===== src/rtl/hazard_sb_if.sv =====
// -----------------------------------------------------------------------------
// hazard_sb_if
// Signal bundle between the pipeline datapath/control and hazard_sb_unit.
//
// Optional feature macro: HAZARD_PERF_CNT_EN
//   When defined, three 32-bit wrapping performance counters are added
//   (perf_cache_stall, perf_use_stall, perf_flush).
//
// Signals (direction as seen by the hazard unit, modport slave):
//   icache_stall   in   fetch miss
//   dcache_stall   in   data miss
//   alu_busy       in   multi-cycle mul/div busy in E
//   src_reg        in   D-stage source registers, src n at [5n+4:5n]
//   issue_regwrite in   D instruction writes a GPR
//   issue_wreg     in   D destination register
//   issue_lat      in   back-end advances before the result is forwardable
//   exc_i          in   exception/eret flush request from E (pulse)
//   mispred_i      in   branch mispredict in E (level)
//   fwd_sel        out  per-source forward select, 0 = regfile, k = stage k-1
//   stall          out  bit0 F, bit1 D, bit(2+k) back-end stage k
//   flush          out  same indexing as stall
//   flush_pend     out  deferred exception flush is pending
// -----------------------------------------------------------------------------
interface hazard_sb_if #(
   parameter int NUM_BE  = 3,
   parameter int NUM_SRC = 2,
   parameter int LAT_W   = 2
);
   localparam int SEL_W = $clog2(NUM_BE + 1);

   logic                     icache_stall;
   logic                     dcache_stall;
   logic                     alu_busy;
   logic [NUM_SRC*5-1:0]     src_reg;
   logic                     issue_regwrite;
   logic [4:0]               issue_wreg;
   logic [LAT_W-1:0]         issue_lat;
   logic                     exc_i;
   logic                     mispred_i;
   logic [NUM_SRC*SEL_W-1:0] fwd_sel;
   logic [NUM_BE+1:0]        stall;
   logic [NUM_BE+1:0]        flush;
   logic                     flush_pend;
`ifdef HAZARD_PERF_CNT_EN
   logic [31:0]              perf_cache_stall;
   logic [31:0]              perf_use_stall;
   logic [31:0]              perf_flush;

   modport slave (
      input  icache_stall, dcache_stall, alu_busy, src_reg,
      input  issue_regwrite, issue_wreg, issue_lat, exc_i, mispred_i,
      output fwd_sel, stall, flush, flush_pend,
      output perf_cache_stall, perf_use_stall, perf_flush
   );
   modport master (
      output icache_stall, dcache_stall, alu_busy, src_reg,
      output issue_regwrite, issue_wreg, issue_lat, exc_i, mispred_i,
      input  fwd_sel, stall, flush, flush_pend,
      input  perf_cache_stall, perf_use_stall, perf_flush
   );
`else
   modport slave (
      input  icache_stall, dcache_stall, alu_busy, src_reg,
      input  issue_regwrite, issue_wreg, issue_lat, exc_i, mispred_i,
      output fwd_sel, stall, flush, flush_pend
   );
   modport master (
      output icache_stall, dcache_stall, alu_busy, src_reg,
      output issue_regwrite, issue_wreg, issue_lat, exc_i, mispred_i,
      input  fwd_sel, stall, flush, flush_pend
   );
`endif
endinterface


===== src/rtl/hazard_sb_unit.sv =====
// -----------------------------------------------------------------------------
// hazard_sb_unit
// Latency-aware hazard and forwarding controller for an in-order pipeline
// F, D, then NUM_BE back-end stages (index 0 = E, last = W).
//
// A scoreboard shadow of every back-end stage (valid, regwrite, dest,
// remaining latency) moves in lock-step with the stall/flush vectors this
// block drives. D-stage sources are matched against it to pick a forward
// source or raise a load-use style hazard. Exceptions raised while the
// pipeline is frozen are deferred by a two-state FSM.
//
// Optional feature macro: HAZARD_PERF_CNT_EN (perf counters on the interface).
//
// Ports:
//   clk     clock
//   resetn  asynchronous active-low reset
//   bus     hazard_sb_if.slave, all pipeline control signals
// -----------------------------------------------------------------------------
module hazard_sb_unit #(
   parameter int NUM_BE  = 3,
   parameter int NUM_SRC = 2,
   parameter int LAT_W   = 2
) (
   input  logic       clk,
   input  logic       resetn,
   hazard_sb_if.slave bus
);
   localparam int SEL_W = $clog2(NUM_BE + 1);
   localparam int NST   = NUM_BE + 2;

   typedef struct packed {
      logic             vld;
      logic             rw;
      logic [4:0]       dst;
      logic [LAT_W-1:0] rem;
   } ent_t;

   typedef enum logic {
      ST_RUN  = 1'b0,
      ST_PEND = 1'b1
   } state_t;

   ent_t                     r_ent [NUM_BE];
   state_t                   r_state;
   logic                     r_flush_pend;

   logic                     w_gstall;
   logic                     w_use_hz;
   logic                     w_exc_go;
   logic                     w_d_adv;
   logic [SEL_W-1:0]         w_sel [NUM_SRC];
   logic [NUM_SRC-1:0]       w_src_hz;
   logic [NUM_SRC*SEL_W-1:0] w_fwd_sel;
   logic [NST-1:0]           w_stall;
   logic [NST-1:0]           w_flush;

   function automatic logic [LAT_W-1:0] sat_dec(input logic [LAT_W-1:0] v);
      logic [LAT_W-1:0] res;
      if (v == {LAT_W{1'b0}}) begin
         res = {LAT_W{1'b0}};
      end else begin
         res = v - {{(LAT_W-1){1'b0}}, 1'b1};
      end
      return res;
   endfunction

   assign w_gstall = bus.icache_stall | bus.dcache_stall | bus.alu_busy;

   // A pending exception fires as soon as the freeze lifts; a fresh one only from RUN.
   assign w_exc_go = (bus.exc_i & ~w_gstall & (r_state == ST_RUN)) |
                     ((r_state == ST_PEND) & ~w_gstall);

   // Scoreboard lookup per source. Scanning oldest to youngest lets the
   // youngest matching writer overwrite the result, so it always wins even
   // when an older copy of the same register is already forwardable.
   always_comb begin
      w_fwd_sel = {(NUM_SRC*SEL_W){1'b0}};
      for (int n = 0; n < NUM_SRC; n++) begin
         w_sel[n]    = {SEL_W{1'b0}};
         w_src_hz[n] = 1'b0;
         for (int k = NUM_BE - 1; k >= 0; k--) begin
            if (r_ent[k].vld && r_ent[k].rw &&
                (r_ent[k].dst == bus.src_reg[5*n +: 5]) &&
                (bus.src_reg[5*n +: 5] != 5'd0)) begin
               if (r_ent[k].rem == {LAT_W{1'b0}}) begin
                  w_sel[n]    = SEL_W'(k + 1);
                  w_src_hz[n] = 1'b0;
               end else begin
                  w_sel[n]    = {SEL_W{1'b0}};
                  w_src_hz[n] = 1'b1;
               end
            end else begin
               w_sel[n]    = w_sel[n];
               w_src_hz[n] = w_src_hz[n];
            end
         end
         w_fwd_sel[SEL_W*n +: SEL_W] = w_sel[n];
      end
   end

   assign w_use_hz = |w_src_hz;

   // Stall and flush vectors; exception beats mispredict beats hazard bubble.
   always_comb begin
      w_stall = {NST{1'b0}};
      for (int k = 0; k < NUM_BE; k++) begin
         w_stall[2+k] = w_gstall;
      end
      w_stall[1] = w_gstall | w_use_hz;
      // The exception redirect must be fetched even if D is held.
      w_stall[0] = (w_gstall | w_use_hz) & ~w_exc_go;

      w_flush = {NST{1'b0}};
      if (w_exc_go) begin
         // Everything younger than W is killed; W retires.
         for (int i = 0; i <= NUM_BE; i++) begin
            w_flush[i] = 1'b1;
         end
      end else if (bus.mispred_i & ~w_gstall) begin
         w_flush[1:0] = 2'b11;
      end else if (w_use_hz & ~w_gstall) begin
         w_flush[2] = 1'b1;
      end else begin
         w_flush = {NST{1'b0}};
      end
   end

   assign w_d_adv = ~w_stall[1];

   // Scoreboard shadow: mirrors stage movement driven by w_stall/w_flush.
   always_ff @(posedge clk or negedge resetn) begin
      if (!resetn) begin
         for (int k = 0; k < NUM_BE; k++) begin
            r_ent[k] <= '0;
         end
      end else begin
         if (w_flush[2]) begin
            r_ent[0] <= '0;
         end else if (w_stall[2]) begin
            r_ent[0] <= r_ent[0];
         end else if (w_d_adv) begin
            r_ent[0] <= '{vld: 1'b1, rw: bus.issue_regwrite,
                          dst: bus.issue_wreg, rem: bus.issue_lat};
         end else begin
            // D held while E moves on: E receives a bubble.
            r_ent[0] <= '0;
         end
         for (int k = 1; k < NUM_BE; k++) begin
            if (w_flush[2+k]) begin
               r_ent[k] <= '0;
            end else if (w_stall[2+k]) begin
               r_ent[k] <= r_ent[k];
            end else begin
               r_ent[k] <= '{vld: r_ent[k-1].vld, rw: r_ent[k-1].rw,
                             dst: r_ent[k-1].dst, rem: sat_dec(r_ent[k-1].rem)};
            end
         end
      end
   end

   // Deferred exception FSM with registered pending flag.
   always_ff @(posedge clk or negedge resetn) begin
      if (!resetn) begin
         r_state      <= ST_RUN;
         r_flush_pend <= 1'b0;
      end else begin
         case (r_state)
            ST_RUN: begin
               if (bus.exc_i & w_gstall) begin
                  r_state      <= ST_PEND;
                  r_flush_pend <= 1'b1;
               end else begin
                  r_state      <= ST_RUN;
                  r_flush_pend <= 1'b0;
               end
            end
            ST_PEND: begin
               if (~w_gstall) begin
                  r_state      <= ST_RUN;
                  r_flush_pend <= 1'b0;
               end else begin
                  r_state      <= ST_PEND;
                  r_flush_pend <= 1'b1;
               end
            end
            default: begin
               r_state      <= ST_RUN;
               r_flush_pend <= 1'b0;
            end
         endcase
      end
   end

   assign bus.fwd_sel    = w_fwd_sel;
   assign bus.stall      = w_stall;
   assign bus.flush      = w_flush;
   assign bus.flush_pend = r_flush_pend;

`ifdef HAZARD_PERF_CNT_EN
   logic [31:0] r_pc_cache;
   logic [31:0] r_pc_use;
   logic [31:0] r_pc_flush;

   // Wrapping event counters.
   always_ff @(posedge clk or negedge resetn) begin
      if (!resetn) begin
         r_pc_cache <= 32'd0;
         r_pc_use   <= 32'd0;
         r_pc_flush <= 32'd0;
      end else begin
         r_pc_cache <= r_pc_cache + {31'd0, (bus.icache_stall | bus.dcache_stall)};
         r_pc_use   <= r_pc_use + {31'd0, (w_use_hz & ~w_gstall)};
         r_pc_flush <= r_pc_flush + {31'd0, (w_exc_go | (bus.mispred_i & ~w_gstall))};
      end
   end

   assign bus.perf_cache_stall = r_pc_cache;
   assign bus.perf_use_stall   = r_pc_use;
   assign bus.perf_flush       = r_pc_flush;
`endif

endmodule

===== src/flat_wrapper.sv =====
// flat-port wrapper written by rule: the top's interface ports become plain ports
module hazard_sb_unit_flat 
#(
   parameter int NUM_BE  = 3,
   parameter int NUM_SRC = 2,
   parameter int LAT_W   = 2
)
  (clk, resetn, bus_icache_stall, bus_dcache_stall, bus_alu_busy, bus_src_reg, bus_issue_regwrite, bus_issue_wreg, bus_issue_lat, bus_exc_i, bus_mispred_i, bus_fwd_sel, bus_stall, bus_flush, bus_flush_pend);
  hazard_sb_if #(.NUM_BE(NUM_BE), .NUM_SRC(NUM_SRC), .LAT_W(LAT_W)) bus_i ();
  input  logic clk;
  input  logic resetn;
  input wire logic [$bits(bus_i.icache_stall)-1:0] bus_icache_stall;
  input wire logic [$bits(bus_i.dcache_stall)-1:0] bus_dcache_stall;
  input wire logic [$bits(bus_i.alu_busy)-1:0] bus_alu_busy;
  input wire logic [$bits(bus_i.src_reg)-1:0] bus_src_reg;
  input wire logic [$bits(bus_i.issue_regwrite)-1:0] bus_issue_regwrite;
  input wire logic [$bits(bus_i.issue_wreg)-1:0] bus_issue_wreg;
  input wire logic [$bits(bus_i.issue_lat)-1:0] bus_issue_lat;
  input wire logic [$bits(bus_i.exc_i)-1:0] bus_exc_i;
  input wire logic [$bits(bus_i.mispred_i)-1:0] bus_mispred_i;
  output wire logic [$bits(bus_i.fwd_sel)-1:0] bus_fwd_sel;
  output wire logic [$bits(bus_i.stall)-1:0] bus_stall;
  output wire logic [$bits(bus_i.flush)-1:0] bus_flush;
  output wire logic [$bits(bus_i.flush_pend)-1:0] bus_flush_pend;
  assign bus_i.icache_stall = bus_icache_stall;
  assign bus_i.dcache_stall = bus_dcache_stall;
  assign bus_i.alu_busy = bus_alu_busy;
  assign bus_i.src_reg = bus_src_reg;
  assign bus_i.issue_regwrite = bus_issue_regwrite;
  assign bus_i.issue_wreg = bus_issue_wreg;
  assign bus_i.issue_lat = bus_issue_lat;
  assign bus_i.exc_i = bus_exc_i;
  assign bus_i.mispred_i = bus_mispred_i;
  assign bus_fwd_sel = bus_i.fwd_sel;
  assign bus_stall = bus_i.stall;
  assign bus_flush = bus_i.flush;
  assign bus_flush_pend = bus_i.flush_pend;
  hazard_sb_unit #(.NUM_BE(NUM_BE), .NUM_SRC(NUM_SRC), .LAT_W(LAT_W)) u_core (.clk(clk), .resetn(resetn), .bus(bus_i));
endmodule

===== config.mk =====
export PLATFORM = sky130hd
export DESIGN_NAME = hazard_sb_unit_flat
export DESIGN_NICKNAME = d
export VERILOG_FILES = /design/src/rtl/hazard_sb_if.sv /design/src/rtl/hazard_sb_unit.sv /design/src/flat_wrapper.sv
export SDC_FILE = /design/constraint.sdc
export NUM_CORES = 1
export LEC_CHECK = 0
export CAP_MARGIN = 40
export CORE_UTILIZATION = 39
export DETAILED_ROUTE_END_ITERATION = 8
export GPL_TIMING_DRIVEN = 0
export PLACE_DENSITY = 0.7
export SLEW_MARGIN = 20
export SYNTH_ARGS = -nofsm -noshare
export SYNTH_HDL_FRONTEND = slang
export SYNTH_SLANG_ARGS = --single-unit

===== constraint.sdc =====
create_clock -name clk -period 8.1 [get_ports clk]
set_input_delay 1.62 -clock clk [delete_from_list [all_inputs] [get_ports clk]]
set_output_delay 1.62 -clock clk [all_outputs]
set_load 0.1 [all_outputs]

# After elaboration in Yosys (flattened, before gate mapping)
# Cells that the tools add are included.
# word_totals
wordCells,93
register_bits,28
# op_classes
n_eq_ne,9
mux,34
add_sub_neg,2
bitwise_logic,14
reduce_logical,21
# ops
operator,n
two-way mux 9 bit,7
equality test 5 bit,6
two-way mux 2 bit,11
logical AND 1 bit,15
two-way mux 1 bit,14
nonzero test 5 bit,2
bitwise AND 1 bit,7
zero test 2 bit,3
"!= test 2 bit, second input constant",3
two-way mux 4 bit,1
bitwise OR 1 bit,4
"subtractor 2 x 1 -> 2 bit, second input constant",2
NOT 1 bit,3
case mux 1 bit (2 select lines),1
OR reduction 2 bit,1

# Longest topological paths before layout
# Gate-level depths: netlist (run 1).
# depth
ltp_word,12
depth_mapped,7

# Worst setup path before layout (run 1)
# OpenSTA, ideal clock, no wires.
# synth_timing
path_type,input-to-output
start,in bus_src_reg[1]
end,out bus_flush[2]
required_time_ns,6.480
stages,7
path_buffers,1
path_slack_ns,1.245
arrival_ns,5.235
path_cell_list,or4_1 > nor2_2 > nor3_1 > nor4b_1 > a211oi_2 > buf_6 > o31ai_1
# synth_via
elab_chain_len,11
elab_cells_between_ends,18
classes_between,3 x eq/ne; 6 x mux; 1 x bitwise; 8 x reduce/logical
# synth_lines
element,line_no,rtl
start: declaration,flat_wrapper.sv:15,input wire logic [$bits(bus_i.src_reg)-1:0] bus_src_reg;
equality test 5 bit,hazard_sb_unit.sv:83,(r_ent[k].dst == bus.src_reg[5*n +: 5]) &&
logical AND 1 bit,hazard_sb_unit.sv:82,if (r_ent[k].vld && r_ent[k].rw &&
logical AND 1 bit,hazard_sb_unit.sv:83,
two-way mux 1 bit (2 in series),hazard_sb_unit.sv:82,
two-way mux 1 bit *,hazard_sb_unit.sv:82,
OR reduction 2 bit *,hazard_sb_unit.sv:101,assign w_use_hz = |w_src_hz;
bitwise AND 1 bit *,hazard_sb_unit.sv:121,end else if (w_use_hz & ~w_gstall) begin
two-way mux 1 bit *,hazard_sb_unit.sv:121,
two-way mux 1 bit *,hazard_sb_unit.sv:119,end else if (bus.mispred_i & ~w_gstall) begin
two-way mux 4 bit *,hazard_sb_unit.sv:114,if (w_exc_go) begin
end: declaration,flat_wrapper.sv:23,output wire logic [$bits(bus_i.flush)-1:0] bus_flush;
# Every way passes the cells marked *; elsewhere a longest branch is shown, timed or not.

# Worst setup path in the final report (run 1)
# layout_timing
start,in bus_src_reg[7]
end,out bus_stall[0]
# layout_via
elab_chain_len,9
elab_cells_between_ends,16
classes_between,3 x eq/ne; 3 x mux; 2 x bitwise; 8 x reduce/logical
# layout_lines
element,line_no,rtl
equality test 5 bit,hazard_sb_unit.sv:83,
logical AND 1 bit,hazard_sb_unit.sv:82,
logical AND 1 bit,hazard_sb_unit.sv:83,
two-way mux 1 bit (2 in series),hazard_sb_unit.sv:82,
two-way mux 1 bit *,hazard_sb_unit.sv:82,
OR reduction 2 bit *,hazard_sb_unit.sv:101,
bitwise OR 1 bit *,hazard_sb_unit.sv:111,w_stall[0] = (w_gstall | w_use_hz) & ~w_exc_go;
bitwise AND 1 bit *,hazard_sb_unit.sv:111,
end: declaration,flat_wrapper.sv:22,output wire logic [$bits(bus_i.stall)-1:0] bus_stall;
# Marks and branches as above.

==> results.ini, run 1 <==
[run_status]
status=completed

[layout]
n_fill_cell=384
drive_gt1_share_pct=12.94
area_growth_syn_to_layout_pct=40.84
multi_input_area_um2=927.1
num-nets-final=281
num_antenna_cells=0
seqCellArea_um2=700.7

[run]
drv_cap=0

[pwr]
power_frac_seq_pct=48.1
peakVddDrop_mv=0.06745
combPwrFrac_pct=23.9
p_int_uw=220.1
finalPower_uw=309.7
sw_frac_of_total_pct=28.92
power_density_nw_per_um2=127.7
power_frac_clock_pct=28.1
p_leak_nw=1.067
switchingPower_uw=89.54

[critical_path]
crit_buf_inv=4
end_kind=output port
crit_chain=clkdlybuf4s50_1 > or4_1 > nor2_2 > nor3_1 > a211o_1 > a211oi_2 > buf_6 > o21ai_0 > clkdlybuf4s50_1 > buf_8
path_class=in2out
crit_required_ns=6.48
worst_path_most_repeated_cell=clkdlybuf4s50_1
startpoint_type=input port
crit_family=buffers and inverters
critical-path-max-stage-delay_ns=0.56
slowest_stage=or4_1
cp_max_fo=10
cp.arrival_ns=4.71

[logic_synthesis]
netlist.area_leader.share_pct=40.70
synth.largest_area_cell=dfrtp_1
synth-seq-area-share_pct=40.70
ys_types=32
postSynthAreaPerCell_um2=8.652
synth.most_common_cell=nand2_1
synth_edf_count=0
syn_area_um2=1722
syn_inst=199
async_flop_share_pct=100.0
ys_ff_latch=28
yosysWarnings=0
synth_commonest_cells=49 x nand2_1, 28 x dfrtp_1, 28 x xnor2_1, 13 x nand3_1, 9 x a22o_1
ys.flop_type=dfrtp_1
synth.area.top_cells=dfrtp_1 41%, xnor2_1 14%, nand2_1 11%
syn-num-nets=224

[timing]
clock_skew_ns=0.001541
tns_ns=0
min_period_ns=6.329
rsz0062_at_grt=false
slew_violations=0
maxClockFrequency_ghz=0.1580
tightest_slew_ns=0.6392
hold_viol_final=0
finalSetupViolCount=0
period_share_pct=78.13
slew_headroom_pct=57.39

[clock_tree]
cts_resized=0
clock-sinks=28
cts_tree=done
clkLatencyLatePin_ns=0.27
path_clk_slew_ns=0.09
root_buffer=clkbuf_8
numCtsBuffers=3
postCtsSetupRepairBufs=0
hold_buffers=0
clockBufferDepth=2
h-tree-depth=1

[floorplanning]
initial_core_util_pct=41.84
die_height_um=68.44
die_w_um=68.44
core_um2=4115
rows=23
die-area_um2=4684
io_pins=40

[routing]
drt-total-wl_um=4379
wl_per_cell_um=14.36
drt-initial-drc-count=124
route.detailed.drc=0
drt-pass1-iter-count=4
vias=1586
routed_via_density=5.200
ant_nets=0

[place]
placement.io_buffers=38
place_congestion=0.8657
dp_hpwl_um=3381

[min_path]
hold_class=reg2reg

[global_routing]
grt_pass1_wl_um=7334
grt_use_total_pct=21.29
gr-total-overflow=0
antenna_found_initial=0
grt_pass1_vias=1602
grt_max_degree=29

-- cells in the final DEF (no fill, tap or decap), types with 2 or more instances in the layout --
cell type and n:
a21oi_1 2, a22o_1 9, and3_1 8, buf_4 6
buf_8 14, clkbuf_1 7, clkbuf_8 4, clkdlybuf4s50_1 37
dfrtp_1 28, inv_1 3, nand2_1 49, nand3_1 13
nand3b_1 2, nand4_1 4, nor2_1 5, nor2_2 2
nor3_1 3, nor4_1 5, nor4b_1 2, o21ai_0 4
or2_2 3, or4_1 3, xnor2_1 28, xor2_1 2
-- final timing paths --
| check | start | end | slack [ns] | cells past startpoint |
|---|---|---|---|---|
| max | bus_src_reg[7] | bus_stall[0] | 1.77 | 10 |
| min | u_core.r_ent[8]$_DFFE_PN0P_ | u_core.r_ent[8]$_DFFE_PN0P_ | 0.47 | 2 |
| max reg2reg | u_core.r_ent[22]$_DFFE_PN0P_ | u_core.r_ent[18]$_DFFE_PN0P_ | 5.77 | 7 |
| min reg2reg | u_core.r_ent[8]$_DFFE_PN0P_ | u_core.r_ent[8]$_DFFE_PN0P_ | 0.47 | 2 |
| max in group asynchronous | resetn | u_core.r_ent[3]$_DFFE_PN0P_ | 6.33 | 1 |
| min in group asynchronous | resetn | u_core.r_ent[5]$_DFFE_PN0P_ | 1.35 | 1 |
-- layout make-up --
type | instances | share of cell area [%]
Multi-Input combinational cell | 154 | 38.24
Sequential cell | 28 | 28.90
Timing Repair Buffer | 52 | 24.15
Buffer | 14 | 3.406
Tap cell | 50 | 2.580
Clock buffer | 4 | 2.270
Inverter | 3 | 0.4644
-- power groups by stage --
stage	sequential [mW]	clock [mW]	combinational (mW)
floorplan	0.153	0	0.0378
global placement	0.151	0	0.0659
detailed placement	0.152	0	0.0739
CTS	0.149	0.0889	0.0743
global route	0.150	0.0941	0.0790
finish	0.149	0.0869	0.0739
-- stage by stage --
| stage | hold slack, ns | area (um2) | cells | utilization [%] | worst slack, ns |
|---|---|---|---|---|---|
| floorplan | 0.4375 | 1722 | 199 | - | 1.245 |
| global placement | 0.4514 | 2165 | 287 | 52.60 | 1.391 |
| detailed placement | 0.4545 | 2370 | 301 | 57.59 | 1.788 |
| CTS | 0.4781 | 2425 | 305 | 58.92 | 1.767 |
| global route | 0.4961 | 2425 | 305 | 58.92 | 1.579 |
| finish | 0.4703 | 2425 | 305 | 58.92 | 1.771 |
-- worst reg2reg max path: stages, from the launching register on --
cell and delay, ns:
dfrtp_1 0.45, xnor2_1 0.17, nand3_1 0.11, nor3_1 0.51
mux2_2 0.41, a211oi_2 0.30, buf_6 0.20, a22o_1 0.13
-- state kept, by name, indices dropped and copies added, names as in the netlist --
name	count
u_core.r_state	1
u_core.r_ent	27
-- cell families after synthesis --
family / count (synthesis) / synth area share (%)
mux: 2 / 1.235
flops: 28 / 40.70
xor+xnor: 30 / 15.26
buf+inv: 17 / 5.451
compound gates: 19 / 8.431
other cells: 1 / 0.2178
simple gates: 102 / 28.71
-- routing by layer --
metal / routed length, um / part of all wire [%] / global-route usage (%) / up-vias
met5: 0 / 0 / 0 / -
li1: - / - / - / 786
met2: 2129 / 49 / 36.03 / 47
met1: 2013 / 46 / 28.02 / 749
met4: 33 / 0.75 / 6.250 / 0
met3: 203 / 4.6 / 2.833 / 4
Power figures use the tool's default switching activity.
==> inputs of run 2 (changes only) <==
- PLACE_DENSITY: 0.7 -> 0.72
- clock period: 8.1 -> 5.8 ns (I/O delays scaled with it)
==> results.ini, run 2 (synthesis gave the netlist of run 1 again) <==
[global_routing]
grt_max_degree=29  ; unchanged
antenna_found_initial=0  ; unchanged
grt_pass1_wl_um=7362  ; +0.38%
gr-total-overflow=0  ; unchanged
grt_use_total_pct=21.47  ; +0.18 points
grt_pass1_vias=1596  ; -0.37%

[routing]
vias=1602  ; +1.0%
wl_met2_um=2038  ; -4.3%
top_layer=met4
drt-initial-drc-count=92  ; -26%
route.detailed.drc=0  ; unchanged
drt-pass1-iter-count=4  ; unchanged
drt-total-wl_um=4295  ; -1.9%
routed_via_density=5.252  ; +1.0%
drt-met1-wl_um=1962  ; -2.5%
ant_nets=0  ; unchanged
wl_per_cell_um=14.08  ; -1.9%
route.met3.wl_um=189  ; -6.9%

[clock_tree]
root_buffer=clkbuf_8
cts_resized=0  ; unchanged
clkLatencyLatePin_ns=0.27  ; about the same
clockBufferDepth=2  ; unchanged
numCtsBuffers=3  ; unchanged
h-tree-depth=1  ; unchanged
cts_tree=done
postCtsSetupRepairBufs=0  ; unchanged
hold_buffers=0  ; unchanged
path_clk_slew_ns=0.09  ; about the same
clock-sinks=28  ; unchanged

[floorplanning]
initial_core_util_pct=41.84  ; unchanged
rows=23  ; unchanged
die_w_um=68.44  ; unchanged
die-area_um2=4684  ; unchanged
core_um2=4115  ; unchanged
io_pins=40  ; unchanged
die_height_um=68.44  ; unchanged

[critical_path]
slowest_stage=or4_1
cp.arrival_ns=4.23  ; -0.48 ns
path_class=in2out
worst_path_most_repeated_cell=clkdlybuf4s50_1
startpoint_type=input port
cp_max_fo=10  ; unchanged
crit_chain=clkdlybuf4s50_1 > or4_1 > nor2_2 > nor3_1 > nor4b_1 > a211oi_2 > buf_6 > o31ai_2 > clkdlybuf4s50_1 > buf_8
crit_required_ns=4.64  ; -1.84 ns
critical-path-max-stage-delay_ns=0.58  ; +0.02 ns
end_kind=output port

[timing]
finalSetupViolCount=0  ; unchanged
worst_slack_ns=0.4098  ; -1.361 ns
maxClockFrequency_ghz=0.1855
min_period_ns=5.390
clock_skew_ns=0.005879  ; +0.004339 ns
tightest_slew_ns=0.6322  ; -0.007045 ns
slew_violations=0  ; unchanged
period_share_pct=92.94
rsz0062_at_grt=false
hold_viol_final=0  ; unchanged
hold_ws_ns=0.4781  ; +0.007788 ns
slew_headroom_pct=57.86  ; +0.47 points

[layout]
layout.cells.non_filler=305  ; unchanged
reg.largest.list=u_core.r_ent: 27 flops, u_core.r_state: 1 flops
largest_register_ff_count=27  ; unchanged
layout_commonest_cell=nand2_1
final_core_util_pct=59.44  ; +0.52 points
n_fill_cell=380  ; -1.0%
drive_gt1_share_pct=13.33  ; +0.39 points
num_antenna_cells=0  ; unchanged
area_growth_syn_to_layout_pct=42.08
final_cell_mix=49 x nand2_1, 37 x clkdlybuf4s50_1, 28 x xnor2_1, 28 x dfrtp_1, 14 x buf_8
largest-register=u_core.r_ent
num-nets-final=281  ; unchanged

[place]
dp_hpwl_um=3339  ; -1.2%
placement.io_buffers=38  ; unchanged
place_inst=301  ; unchanged
place_congestion=0.9018  ; +4.2%
pre_cts_ws_ns=0.4071  ; -1.380 ns

[pwr]
peakVddDrop_mv=0.1022  ; +52%
power_density_nw_per_um2=189.5  ; +48%
finalPower_uw=463.6  ; +50%
p_leak_nw=1.075  ; +0.80%

[run_status]
status=completed

[run]
drv_cap=0  ; unchanged

[min_path]
hold_class=reg2reg

==> run 2: critical path: cells and delay by family <==
family	cells	cell delay, ns
AO/OA/AOI/OAI	2	0.30
AND/OR/NAND/NOR	4	1.31
buffers and inverters	4	1.44
==> run 2: where the power goes <==
part           total, mW  leakage (nW)  internal [mW]  switching, mW
combinational      0.103         0.655         0.0459         0.0570
clock              0.153        0.0357         0.0923         0.0603
sequential         0.208         0.385          0.201        0.00719
==> run 2: path summary, 6_finish.rpt <==
check,start,end,slack [ns],depth (start not counted)
max in group asynchronous,resetn,u_core.r_ent[26]$_DFFE_PN0P_,4.50,1
setup reg to reg,u_core.r_ent[22]$_DFFE_PN0P_,u_core.r_ent[23]$_DFFE_PN0P_,3.47,7
hold reg to reg,u_core.r_ent[8]$_DFFE_PN0P_,u_core.r_ent[8]$_DFFE_PN0P_,0.48,2
min in group asynchronous,resetn,u_core.r_ent[25]$_DFFE_PN0P_,0.90,1
hold / removal,u_core.r_ent[8]$_DFFE_PN0P_,u_core.r_ent[8]$_DFFE_PN0P_,0.48,2
setup / recovery,bus_src_reg[1],bus_flush[2],0.41,10
==> run 2: area by class of cell <==
cell class / count / area, um2 / share of cell area, %
clock buffers: 3 / 41.29 / 1.688
inverters: 3 / 11.26 / 0.4604
multi-input cells: 154 / 932.1 / 38.11
clock inverters: 1 / 30.03 / 1.228
repair buffers: 52 / 585.6 / 23.94
well taps: 50 / 62.56 / 2.558
flip-flops and latches: 28 / 700.7 / 28.64
plain buffers: 14 / 82.58 / 3.376
==> run 2: routing by layer <==
metal  GRT usage [%]  up-vias
met1           27.33      752
li1                -      785
met4           7.552        0
met2           36.52       53
met3           3.333       12
met5               0        -
==> run 2: metrics by stage <==
step | TNS (ns) | area [um2]
floorplan | 0 | 1727
global placement | -0.002879 | 2170
detailed placement | 0 | 2375
CTS | 0 | 2446
global route | 0 | 2446
finish | 0 | 2446
==> inputs of run 3 (changes only) <==
- clock period: 5.8 -> 4.36 ns (I/O delays scaled with it)
==> results.ini, run 3 (synthesis gave the netlist of run 1 again) <==
[floorplanning]
die-area_um2=4684  ; unchanged
core_um2=4115  ; unchanged
die_height_um=68.44  ; unchanged
io_pins=40  ; unchanged
initial_core_util_pct=41.84  ; unchanged
die_w_um=68.44  ; unchanged
rows=23  ; unchanged

[routing]
vias=1589  ; -0.81%
routed_via_density=5.227  ; -0.49%
ant_nets=0  ; unchanged
drt-pass1-iter-count=4  ; unchanged
drt-initial-drc-count=112  ; +22%
wl_per_cell_um=14.28  ; +1.4%
route.detailed.drc=0  ; unchanged
drt-total-wl_um=4342  ; +1.1%

[timing]
hold_ws_ns=0.4765  ; -0.001627 ns
finalSetupViolCount=0  ; unchanged
rsz0062_at_grt=false
slew_headroom_pct=57.51  ; -0.35 points
tightest_slew_ns=0.6374  ; +0.005230 ns
min_period_ns=4.189
period_share_pct=96.07
maxClockFrequency_ghz=0.2387
hold_viol_final=0  ; unchanged
slew_violations=0  ; unchanged
clock_skew_ns=0.003757  ; -0.002123 ns

[layout]
area_growth_syn_to_layout_pct=43.82
final_core_util_pct=60.17  ; +0.73 points
n_fill_cell=393  ; +3.4%
reg.largest.list=u_core.r_ent: 27 flops, u_core.r_state: 1 flops
num-nets-final=280  ; -0.36%
layout_commonest_cell=nand2_1
seqCellArea_um2=700.7  ; unchanged
final_cell_mix=49 x nand2_1, 28 x xnor2_1, 28 x dfrtp_1, 24 x clkdlybuf4s50_1, 13 x nand3_1
drive_gt1_share_pct=16.54  ; +3.2 points
largest-register=u_core.r_ent
multi_input_area_um2=974.7  ; +4.6%
largest_register_ff_count=27  ; unchanged
num_antenna_cells=0  ; unchanged

[run]
drv_cap=0  ; unchanged

[pwr]
peakVddDrop_mv=0.1333  ; +30%
switchingPower_uw=172.0  ; +38%
power_density_nw_per_um2=250.4  ; +32%
power_frac_clock_pct=33.6  ; +0.7 points
p_leak_nw=1.102  ; +2.5%
p_int_uw=447.9  ; +32%
finalPower_uw=620.0  ; +34%
power_frac_seq_pct=44.6  ; -0.3 points
sw_frac_of_total_pct=27.75  ; +0.88 points
combPwrFrac_pct=21.7  ; -0.5 points

[clock_tree]
cts_tree=done
clockBufferDepth=2  ; unchanged
numCtsBuffers=3  ; unchanged
root_buffer=clkbuf_8
clkLatencyLatePin_ns=0.28  ; about the same
path_clk_slew_ns=0.10  ; about the same
h-tree-depth=1  ; unchanged
clock-sinks=28  ; unchanged
hold_buffers=0  ; unchanged

[place]
dp_hpwl_um=3278  ; -1.8%
placement.io_buffers=38  ; unchanged
place_congestion=0.8622  ; -4.4%

[global_routing]
grt_use_total_pct=21.52  ; +0.048 points
grt_pass1_vias=1562  ; -2.1%
grt_pass1_wl_um=7424  ; +0.84%
grt_max_degree=29  ; unchanged
gr-total-overflow=0  ; unchanged
antenna_found_initial=0  ; unchanged

[critical_path]
crit_required_ns=3.49  ; -1.15 ns
cp.arrival_ns=3.32  ; -0.91 ns
startpoint_type=input port
cp_max_fo=9  ; -1
end_kind=output port
path_class=in2out

[min_path]
hold_class=reg2reg

[run_status]
status=completed

==> run 3: cell count changes in the layout (fill, tap and decap cells not counted), sizes merged <==
cell / previous run / this run
dlygate4sd2: 0 / 8
clkdlybuf4s50: 37 / 24
buf: 22 / 24
clkdlybuf4s15: 0 / 2
==> run 3: cell type report <==
cell class              instances  area share (%)
flip-flops and latches         28           28.30
multi-input cells             154           39.36
clock inverters                 1           1.213
repair buffers                 51           23.04
inverters                       3          0.4548
clock buffers                   3           1.668
plain buffers                  14           3.436
well taps                      50           2.527
==> run 3: worst paths after layout <==
kind	start	endpoint	slack, ns	cells after the start
min	u_core.r_ent[8]$_DFFE_PN0P_	u_core.r_ent[8]$_DFFE_PN0P_	0.48	2
min reg2reg	u_core.r_ent[8]$_DFFE_PN0P_	u_core.r_ent[8]$_DFFE_PN0P_	0.48	2
min in group asynchronous	resetn	u_core.r_ent[4]$_DFFE_PN0P_	0.60	1
max in group asynchronous	resetn	u_core.r_ent[3]$_DFFE_PN0P_	3.34	1
max reg2reg	u_core.r_ent[15]$_DFFE_PN0P_	u_core.r_ent[22]$_DFFE_PN0P_	1.99	8
max	bus_src_reg[6]	bus_stall[0]	0.17	10
==> run 3: routing by layer <==
metal	vias up	routed length [um]	GRT usage [%]	part of all wire [%]
met4	0	75	5.990	1.7
li1	784	-	-	-
met3	8	194	3.333	4.5
met5	-	0	0	0
met2	42	2051	36.03	47
met1	755	2020	28.48	47
==> run 3: through the flow <==
stage | TNS, ns | instances | area, um2 | setup slack [ns]
global placement | -4.311 | 287 | 2170 | -0.8427
floorplan | -0.2322 | 199 | 1727 | -0.1211
detailed placement | -1.401 | 301 | 2375 | -0.4757
finish | 0 | 304 | 2476 | 0.1712
CTS | 0 | 305 | 2484 | 0.01503
global route | 0 | 304 | 2476 | 0.06453
==> run 3: critical path, cell delays in order <==
cell and delay [ns]:
dlygate4sd2_1 0.31, or4_4 0.59, nor2_4 0.18, nor3_1 0.12, a211o_1 0.31, a211oi_4 0.32, buf_6 0.15, buf_4 0.15
o21ai_1 0.11, buf_12 0.19
==> run 3: what timing repair did <==
action / CTS / global route
endpoints found under the hold margin: 0 / 0
endpoints found under the setup margin: 4 / 3
pin swaps: 2 / 2
gates resized for setup: 22 / 4
buffers inserted: 2 / 0
==> run 3: power by group through the flow <==
| stage | clock network, mW | registers [mW] | logic (mW) |
|---|---|---|---|
| final | 0.209 | 0.277 | 0.135 |
| after CTS | 0.211 | 0.277 | 0.136 |
| after global placement | 0 | 0.281 | 0.123 |
| after detailed placement | 0 | 0.282 | 0.137 |
| after global routing | 0.222 | 0.278 | 0.145 |
| after floorplan | 0 | 0.284 | 0.0706 |
